<file path="src/rtl/benes_pkg.sv">
// Shared definitions for the Benes network scheduler: FSM encoding and the
// configuration-index to switch-select mapping.
package benes_pkg;

  localparam int unsigned CFG_W = 3;
  localparam int unsigned SEL_W = 9;

  typedef enum logic [2:0] {
    IDLE,
    LOAD,
    SETCFG,
    WAIT,
    STORE,
    DONE
  } state_t;

  // Configuration c selects switch pattern c*4 (c lands in select bits [4:2]).
  function automatic logic [SEL_W-1:0] cfg_sel(input logic [CFG_W-1:0] c);
    return SEL_W'({c, 2'b00});
  endfunction

endpackage

</file>
<file path="src/rtl/benes_sched_wait_counter.sv">
// Loadable down-counter that times the Benes network latency.
module wait_counter #(
  parameter int unsigned W = 3
) (
  input  logic         clk,
  input  logic         rst,
  input  logic         load,
  input  logic         en,
  input  logic [W-1:0] init,
  output logic [W-1:0] cnt
);

  always_ff @(posedge clk or posedge rst) begin
    if (rst) begin
      cnt <= '0;
    end else if (load) begin
      cnt <= init;
    end else if (en && (cnt != '0)) begin
      cnt <= cnt - W'(1);
    end
  end

endmodule

</file>
<file path="src/rtl/benes_sched.sv">
// Benes network run scheduler: loads four words, sweeps NCFG switch
// configurations through the network and stores every result block.
module benes_sched
  import benes_pkg::*;
#(
  parameter int unsigned DW   = 32,
  parameter int unsigned AW   = 16,
  parameter int unsigned SW   = 9,
  parameter int unsigned NCFG = 8,
  parameter int unsigned LAT  = 7
) (
  input  logic            clk,
  input  logic            rst,
  input  logic            start,
  input  logic            abort,
  input  logic [AW-1:0]   in_base,
  input  logic [AW-1:0]   out_base,
  output logic            rd_en,
  output logic [AW-1:0]   rd_addr,
  input  logic [DW-1:0]   rd_data,
  output logic [4*DW-1:0] x_out,
  output logic [SW-1:0]   s_out,
  input  logic [4*DW-1:0] y_in,
  output logic            wr_en,
  output logic [AW-1:0]   wr_addr,
  output logic [DW-1:0]   wr_data,
  output logic            busy,
  output logic            done
);

  localparam int unsigned CW = (LAT > 1) ? $clog2(LAT) : 1;
  localparam logic [CFG_W-1:0] C_LAST = CFG_W'(NCFG - 1);
  localparam logic [CW-1:0] CNT_INIT = CW'(LAT - 1);

  state_t             state, state_n;
  logic [1:0]         k, k_n, k_inc;
  logic [CFG_W-1:0]   c, c_n;
  logic [AW-1:0]      in_base_q, out_base_q;
  logic               base_load;
  logic               rd_en_n, wr_en_n, done_n;
  logic [AW-1:0]      rd_addr_n, wr_addr_n;
  logic [DW-1:0]      wr_data_n;
  logic [SW-1:0]      s_out_n;
  logic               wc_load, y_load;
  logic [CW-1:0]      cnt;
  logic               rd_pend;
  logic [1:0]         rd_lane;
  logic [4*DW-1:0]    y_q;

  assign k_inc = k + 2'd1;

  wait_counter #(.W(CW)) u_wait (
    .clk  (clk),
    .rst  (rst),
    .load (wc_load),
    .en   (state == WAIT),
    .init (CNT_INIT),
    .cnt  (cnt)
  );

  // Next state plus next values of every registered output.
  always_comb begin
    state_n   = state;
    k_n       = k;
    c_n       = c;
    base_load = 1'b0;
    rd_en_n   = 1'b0;
    rd_addr_n = rd_addr;
    wr_en_n   = 1'b0;
    wr_addr_n = wr_addr;
    wr_data_n = wr_data;
    s_out_n   = s_out;
    done_n    = 1'b0;
    wc_load   = 1'b0;
    y_load    = 1'b0;

    unique case (state)
      IDLE: begin
        if (start) begin
          state_n   = LOAD;
          base_load = 1'b1;
          k_n       = 2'd0;
          c_n       = '0;
          rd_en_n   = 1'b1;
          rd_addr_n = in_base;
        end
      end
      LOAD: begin
        if (k == 2'd3) begin
          state_n = SETCFG;
          s_out_n = SW'(cfg_sel(c));
        end else begin
          k_n       = k_inc;
          rd_en_n   = 1'b1;
          rd_addr_n = in_base_q + AW'(k_inc);
        end
      end
      SETCFG: begin
        state_n = WAIT;
        wc_load = 1'b1;
      end
      WAIT: begin
        if (cnt == '0) begin
          state_n   = STORE;
          y_load    = 1'b1;
          k_n       = 2'd0;
          wr_en_n   = 1'b1;
          wr_addr_n = out_base_q + AW'({c, 2'b00});
          wr_data_n = y_in[0 +: DW];
        end
      end
      STORE: begin
        if (k == 2'd3) begin
          if (c == C_LAST) begin
            state_n = DONE;
            done_n  = 1'b1;
          end else begin
            state_n = SETCFG;
            c_n     = c + CFG_W'(1);
            s_out_n = SW'(cfg_sel(c + CFG_W'(1)));
          end
        end else begin
          k_n       = k_inc;
          wr_en_n   = 1'b1;
          wr_addr_n = out_base_q + AW'({c, k_inc});
          wr_data_n = y_q[DW*int'(k_inc) +: DW];
        end
      end
      DONE: begin
        state_n = IDLE;
      end
      default: begin
        state_n = IDLE;
      end
    endcase

    // Abort overrides whatever transition was chosen above.
    if (abort && (state != IDLE)) begin
      state_n = IDLE;
      rd_en_n = 1'b0;
      wr_en_n = 1'b0;
      done_n  = 1'b0;
    end
  end

  always_ff @(posedge clk or posedge rst) begin
    if (rst) begin
      state      <= IDLE;
      k          <= 2'd0;
      c          <= '0;
      in_base_q  <= '0;
      out_base_q <= '0;
      rd_en      <= 1'b0;
      rd_addr    <= '0;
      wr_en      <= 1'b0;
      wr_addr    <= '0;
      wr_data    <= '0;
      s_out      <= '0;
      busy       <= 1'b0;
      done       <= 1'b0;
    end else begin
      state   <= state_n;
      k       <= k_n;
      c       <= c_n;
      rd_en   <= rd_en_n;
      rd_addr <= rd_addr_n;
      wr_en   <= wr_en_n;
      wr_addr <= wr_addr_n;
      wr_data <= wr_data_n;
      s_out   <= s_out_n;
      busy    <= (state_n != IDLE);
      done    <= done_n;
      if (base_load) begin
        in_base_q  <= in_base;
        out_base_q <= out_base;
      end
    end
  end

  // Read data lands one cycle after its strobe; the lane tag travels with it.
  always_ff @(posedge clk or posedge rst) begin
    if (rst) begin
      rd_pend <= 1'b0;
      rd_lane <= 2'd0;
      x_out   <= '0;
      y_q     <= '0;
    end else begin
      rd_pend <= rd_en;
      rd_lane <= k;
      if (rd_pend) begin
        x_out[DW*int'(rd_lane) +: DW] <= rd_data;
      end
      if (y_load) begin
        y_q <= y_in;
      end
    end
  end

endmodule

</file>
<file path="config.mk">
export PLATFORM = sky130hd
export DESIGN_NAME = benes_sched
export DESIGN_NICKNAME = d
export VERILOG_FILES = /design/src/rtl/benes_pkg.sv /design/src/rtl/benes_sched_wait_counter.sv /design/src/rtl/benes_sched.sv
export SDC_FILE = /design/constraint.sdc
export NUM_CORES = 1
export LEC_CHECK = 0
export BUFFER_PORTS_ARGS = -buffer_cell sky130_fd_sc_hd__buf_2
export CORE_MARGIN = 5
export CORE_UTILIZATION = 47
export DETAILED_ROUTE_END_ITERATION = 7
export GPL_ROUTABILITY_DRIVEN = 0
export PLACE_DENSITY_LB_ADDON = 0.1
export SYNTH_ARGS = -nofsm -noshare
export SYNTH_HDL_FRONTEND = slang
export SYNTH_SLANG_ARGS = --single-unit
</file>
<file path="constraint.sdc">
create_clock -name clk -period 20.5 [get_ports clk]
set_clock_uncertainty 0.2 [all_clocks]
set_input_delay 4.1 -clock clk [delete_from_list [all_inputs] [get_ports clk]]
set_output_delay 4.1 -clock clk [all_outputs]
set_load 0.03 [all_outputs]
</file>
# Word-level counts from Yosys, hierarchy flattened
# Index checks and enable logic that the tools add are counted.
# W data, S select, Z words.
[classes]
addsub = 7
n_eq_ne = 14
shift = 3
muxes = 45
n_reduce_logical = 19
[op_table]
columns = ["operator", "count"]
rows = [
  ["$bwmux W128", 1],
  ["$shift A32 B34 Y128 const A", 1],
  ["$shiftx A128 B8 Y32", 1],
  ["$shiftx A32 B34 Y128", 1],
  ["$mux W16", 4],
  ["$mux W32", 2],
  ["$pmux W16 S2", 2],
  ["$pmux W32 S2", 1],
  ["$neg A7 Y34", 1],
  ["$mux W3", 11],
  ["$add A16 B5 Y16", 2],
  ["$mux W9", 3],
  ["$pmux W9 S2", 1],
  ["$add A16 B2 Y16", 1],
  ["$ne A2 B2 Y1 const B", 8],
  ["$pmux W3 S5", 1],
  ["$mux W1", 12],
  ["$reduce_and A4 Y1", 3],
  ["$reduce_bool A3 Y1", 4],
  ["$reduce_bool A2 Y1", 5],
  ["$eq A3 B2 Y1 const B", 2],
  ["$eq A3 B3 Y1 const B", 2],
  ["$logic_not A3 Y1", 2],
  ["$mux W2", 3],
  ["other kinds (11)", 14],
]
[word_totals]
regBits = 379
inputBits = 196
output_inout_bits = 205
wordCells = 106

# Logic depth before layout (Yosys ltp)
[depth]
depth_word = 6
ltp_mapped = 11
depth_no_buf = 9

# By module
# A second synthesis with hierarchy kept.
[unflattened]
cells_unflattened = 1464
area_unflattened_um2 = 15703.8
[modules_own_cells]
columns = ["mod", "n_inst", "cells_per_inst", "area_each_um2"]
rows = [
  ["benes_sched", 1, 1444, 15492.4],
  ["wait_counter", 1, 20, 211.5],
]

# Worst setup path before layout
# No wires, ideal clock.
[synth_path]
path_type = "input to register"
start = "input start"
end = "register c[1]"
setup_time_ps = 127
arrival_ps = 5079
slack_ps = 15094
stages = 7
n_path_buf = 2
cell_sequence = "nor2b_1 -> and2_1 -> clkbuf_1 -> clkbuf_1 -> nor2_1 -> nand2_1 -> o21ai_0"
[synth_via]
elab_chain_len = 2
[synth_rtl]
columns = ["element", "line", "text"]
rows = [
  ["from (decl)", "benes_sched.sv:14", "input logic start,"],
  ["$ne A2 B2 Y1 (no line)", "n/a", ""],
  ["$reduce_and A4 Y1 (no line)", "n/a", ""],
  ["to (signal assigned)", "benes_sched.sv:164", "c <= c_n;"],
  ["to (decl)", "benes_sched.sv:37", "logic [CFG_W-1:0] c, c_n;"],
]
# Every way passes these cells.
# A chain may end at the register's enable or synchronous reset.

==> metrics.csv <==
stage,metric,value,unit
final_layout,post-route design area,19600,sq um
grt,initial antenna violation count,20,
hold_path,hold path endpoint,rd_pend,
placement,number of port buffers,394,
synthesis,post-synth top area share,58.8,%
synthesis,synth top area cells,"dfrtp_1 59%, mux2_2 9.4%, a22o_1 7.1%, mux4_2 4.5%, nand2_1 4.0%",
setup_path,max incr delay on CP,0.85,ns
placement,Cells after DPL,1998,
hold_path,Worst Hold Class,reg -> reg,
synthesis,Post-Synth XOR/XNOR Area,1.55,%
pwr,static leakage,9.64,nW
placement,pre-CTS setup slack,13.47,ns
grt,first-pass GRT wire length,67300,microns
clock_network,CTS tree,built,
synthesis,fraction of the mapped netlist area in adder cells,1.94,%
setup_path,CP Launch Type,input pin,
timing,fin. max-slew vios,0,
final_layout,P&R area growth vs syn,23.7,%
setup_path,Worst EP required,20.80,ns
setup_path,critical path endpoint category,asynchronous set/reset pin,
clock_network,CTS Hold Buffers Added,0,
pwr,PwrDens,161,nW/um^2
synthesis,synth unique cells,53,
drt,vias per std cell,5.39,
setup_path,CP Class,in -> async,
die,Die W,194,microns
drt,final wirelength,42300,microns
run_status,status,"complete, no violations",
synthesis,Simple-Gate Fraction of Synth Area,6.84,%
pwr,Max VDD drop,0.0930,mV
clock_network,clock tree buffer depth,3,
die,die height,194,microns
synthesis,Syn Std Cell Area,15900,sq um
clock_network,Post-CTS Setup Inserts,0,
clock_network,TritonCTS buffer count,41,
grt,vias in the first global route,11576,
setup_path,"Max FO, Critical Path",174,
job,total of max-cap violations,0,
synthesis,synth warn,0,
drt,Post-DRT Antenna Nets,0,
setup_path,worst reg2reg path startpoint,k[0],
synthesis,cell taking the most area after synthesis,dfrtp_1,
setup_path,Worst path depth,4,
drt,routed vias,11206,
die,core area,33400,sq um
synthesis,synthesis-stage register bit count,373,
synthesis,Compound-Gate Fraction of Synth Area,11.3,%
drt,DRC viols,0,
die,initial core utilization,47.4,%
drt,Initial DRC Count,568,
drt,DR pass1 iterations,4,
clock_network,clock slew seen by the registers of the worst setup and hold paths,0.06,ns
setup_path,CP max stage cell,buf_4,
timing,RSZ-0062 raised after global routing,false,
synthesis,number of flops mapped to enable cells by yosys,0,
grt,total gr overflow,0,
synthesis,Post-Syn Instances,1217,
clock_network,CTS Sinks,373,
setup_path,reg2reg path depth,9,
timing,relative slew slack,26.6,%
setup_path,crit path launch,rst,
timing,fin crit share,31.2,%
final_layout,Final Util,58.7,%
timing,final setup violation count,0,
timing,Worst Tran Pin Value,1.10,ns
timing,Final Hold Fails,0,
grt,pin count of the biggest net entering global routing,175,
setup_path,R2R Setup Slk,16.65,ns
synthesis,ys flop type,dfrtp_1,
synthesis,mux contribution to synthesized area,16.7,%
setup_path,"CP delay by family, top",buffers and inverters,
final_layout,"most common cell after layout, fill and taps aside",buf_2,
final_layout,most frequent cells in the layout,"394 x buf_2, 372 x dfrtp_1, 168 x nand2_1",
drt,Routed wire per std cell,20.3,microns
setup_path,crit path DAT,6.69,ns
placement,dpl hpwl,28500,microns
timing,sum of negative setup slack,0,ns
timing,worst hold margin,0.174,ns
setup_path,CP Buf/Inv Count,4,
clock_network,clock latency on the worst-skew pair,0.52,ns
die,num ports,401,
clock_network,root buffer cell,clkbuf_16,
timing,f_max,0.157,GHz
grt,GRT Overall Usage,22.0,%
synthesis,largest family of logic cells by synthesized area,multiplexers,
timing,final worst slack,14.11,ns
clock_network,Post-CTS Resized,0,
timing,min cycle time layout,6.39,ns
die,row cnt,67,
synthesis,asr flop ratio synth,100,%
final_layout,Non-Filler Instances,2080,
setup_path,reg2reg end,rd_addr[15],
setup_path,CP Cell Sequence,buf_2 -> inv_8 -> buf_12 -> buf_4,
hold_path,min-delay src,rd_en,
pwr,Total Power,3.16,mW
synthesis,syn_area_per_cell,13.0,sq um
hold_path,hold-critical path depth,0,
final_layout,share of cells above drive strength 1,40.5,%
die,Die ar.,37500,sq um
placement,DP Area,18200,sq um
synthesis,"Seq/Total Area, Yosys",58.8,%
final_layout,Layout Nets,1811,
clock_network,CTS H-tree depth,2,
==> sequential cells by signal, summed over array words and instances (netlist names) <==
name / cells
busy: 1
c: 3
done: 1
in_base_q: 16
k: 2
out_base_q: 16
rd_addr: 16
rd_en: 1
rd_lane: 2
rd_pend: 1
s_out: 3
state: 3
u_wait.cnt: 3
wr_addr: 16
wr_data: 32
wr_en: 1
x_out: 128
y_q: 128
==> report_power, final <==
part | internal (mW) | switching (mW)
clock | 0.445 | 0.292
combinational | 0.494 | 0.691
sequential | 1.04 | 0.194
==> Yosys cell counts (2+ instances only) <==
| cell type | n |
|---|---|
| ha_1 | 19 |
| nor2b_1 | 8 |
| a211oi_1 | 2 |
| nand3_1 | 9 |
| nor3_1 | 5 |
| mux4_2 | 32 |
| and3_1 | 3 |
| clkbuf_1 | 41 |
| nand2b_1 | 7 |
| mux2_2 | 132 |
| nor4b_1 | 2 |
| dfrtp_1 | 373 |
| nor4b_2 | 2 |
| fa_1 | 3 |
| buf_1 | 6 |
| nor4_1 | 4 |
| and2_1 | 2 |
| xor2_1 | 10 |
| and4_1 | 3 |
| o21ai_1 | 8 |
| nor2_1 | 15 |
| xnor2_1 | 18 |
| a22oi_1 | 7 |
| nand4_1 | 2 |
| buf_4 | 12 |
| nand2_1 | 169 |
| a21o_1 | 3 |
| a31oi_1 | 5 |
| o21ai_0 | 67 |
| mux2i_1 | 44 |
| inv_1 | 17 |
| a21oi_1 | 15 |
| nor3b_1 | 2 |
| buf_2 | 23 |
| a22o_1 | 129 |
==> kinds of logic (layout without fill, tap and decap cells) <==
logic type | count (synthesis) | in the layout
xor gates and xnor gates | 28 | 28
AOI/OAI and AO/OA | 245 | 245
adders and majority gates | 23 | 23
DFF | 373 | 373
and+or+nand+nor | 239 | 239
other | 1 | 15
muxes | 208 | 208
buffers and inverters | 100 | 501
==> worst reg2reg max path, cell delays in order, from the launching register on <==
cell,delay (ns)
dfrtp_2,0.73
buf_4,0.49
ha_2,0.39
buf_4,0.34
ha_1,0.38
a21oi_1,0.11
nor4_1,0.60
nand3_1,0.21
xor2_1,0.19
o21ai_1,0.08
==> worst max-delay path by stage <==
stage                          to  slack, ns
global route        out_base_q[8]      13.66
detailed placement      x_out[99]      13.47
CTS                     x_out[22]      14.02
global placement        x_out[67]      13.48
finish                 wr_addr[5]      14.11
floorplan                    busy       5.84
==> final cells by class <==
class                           count  area [sq um]
Clock buffer                       59          1240
Tap cell                          448           561
Clock inverter                     14           136
Inverter                           18          80.1
Timing Repair Buffer              410          2100
Multi-Input combinational cell    749          6150
Antenna cell                        9          22.5
Fill cell                        2837         13800
Sequential cell                   373          9340
==> layer usage <==
layer / vias to the layer above / GRT usage, % / wire (microns)
met5: - / 0 / 145
met2: 360 / 35.3 / 19900
li1: 5128 / - / -
met3: 82 / 7.56 / 3670
met4: 26 / 5.43 / 1060
met1: 5610 / 29.2 / 17500
Power figures use the tool's default switching activity.
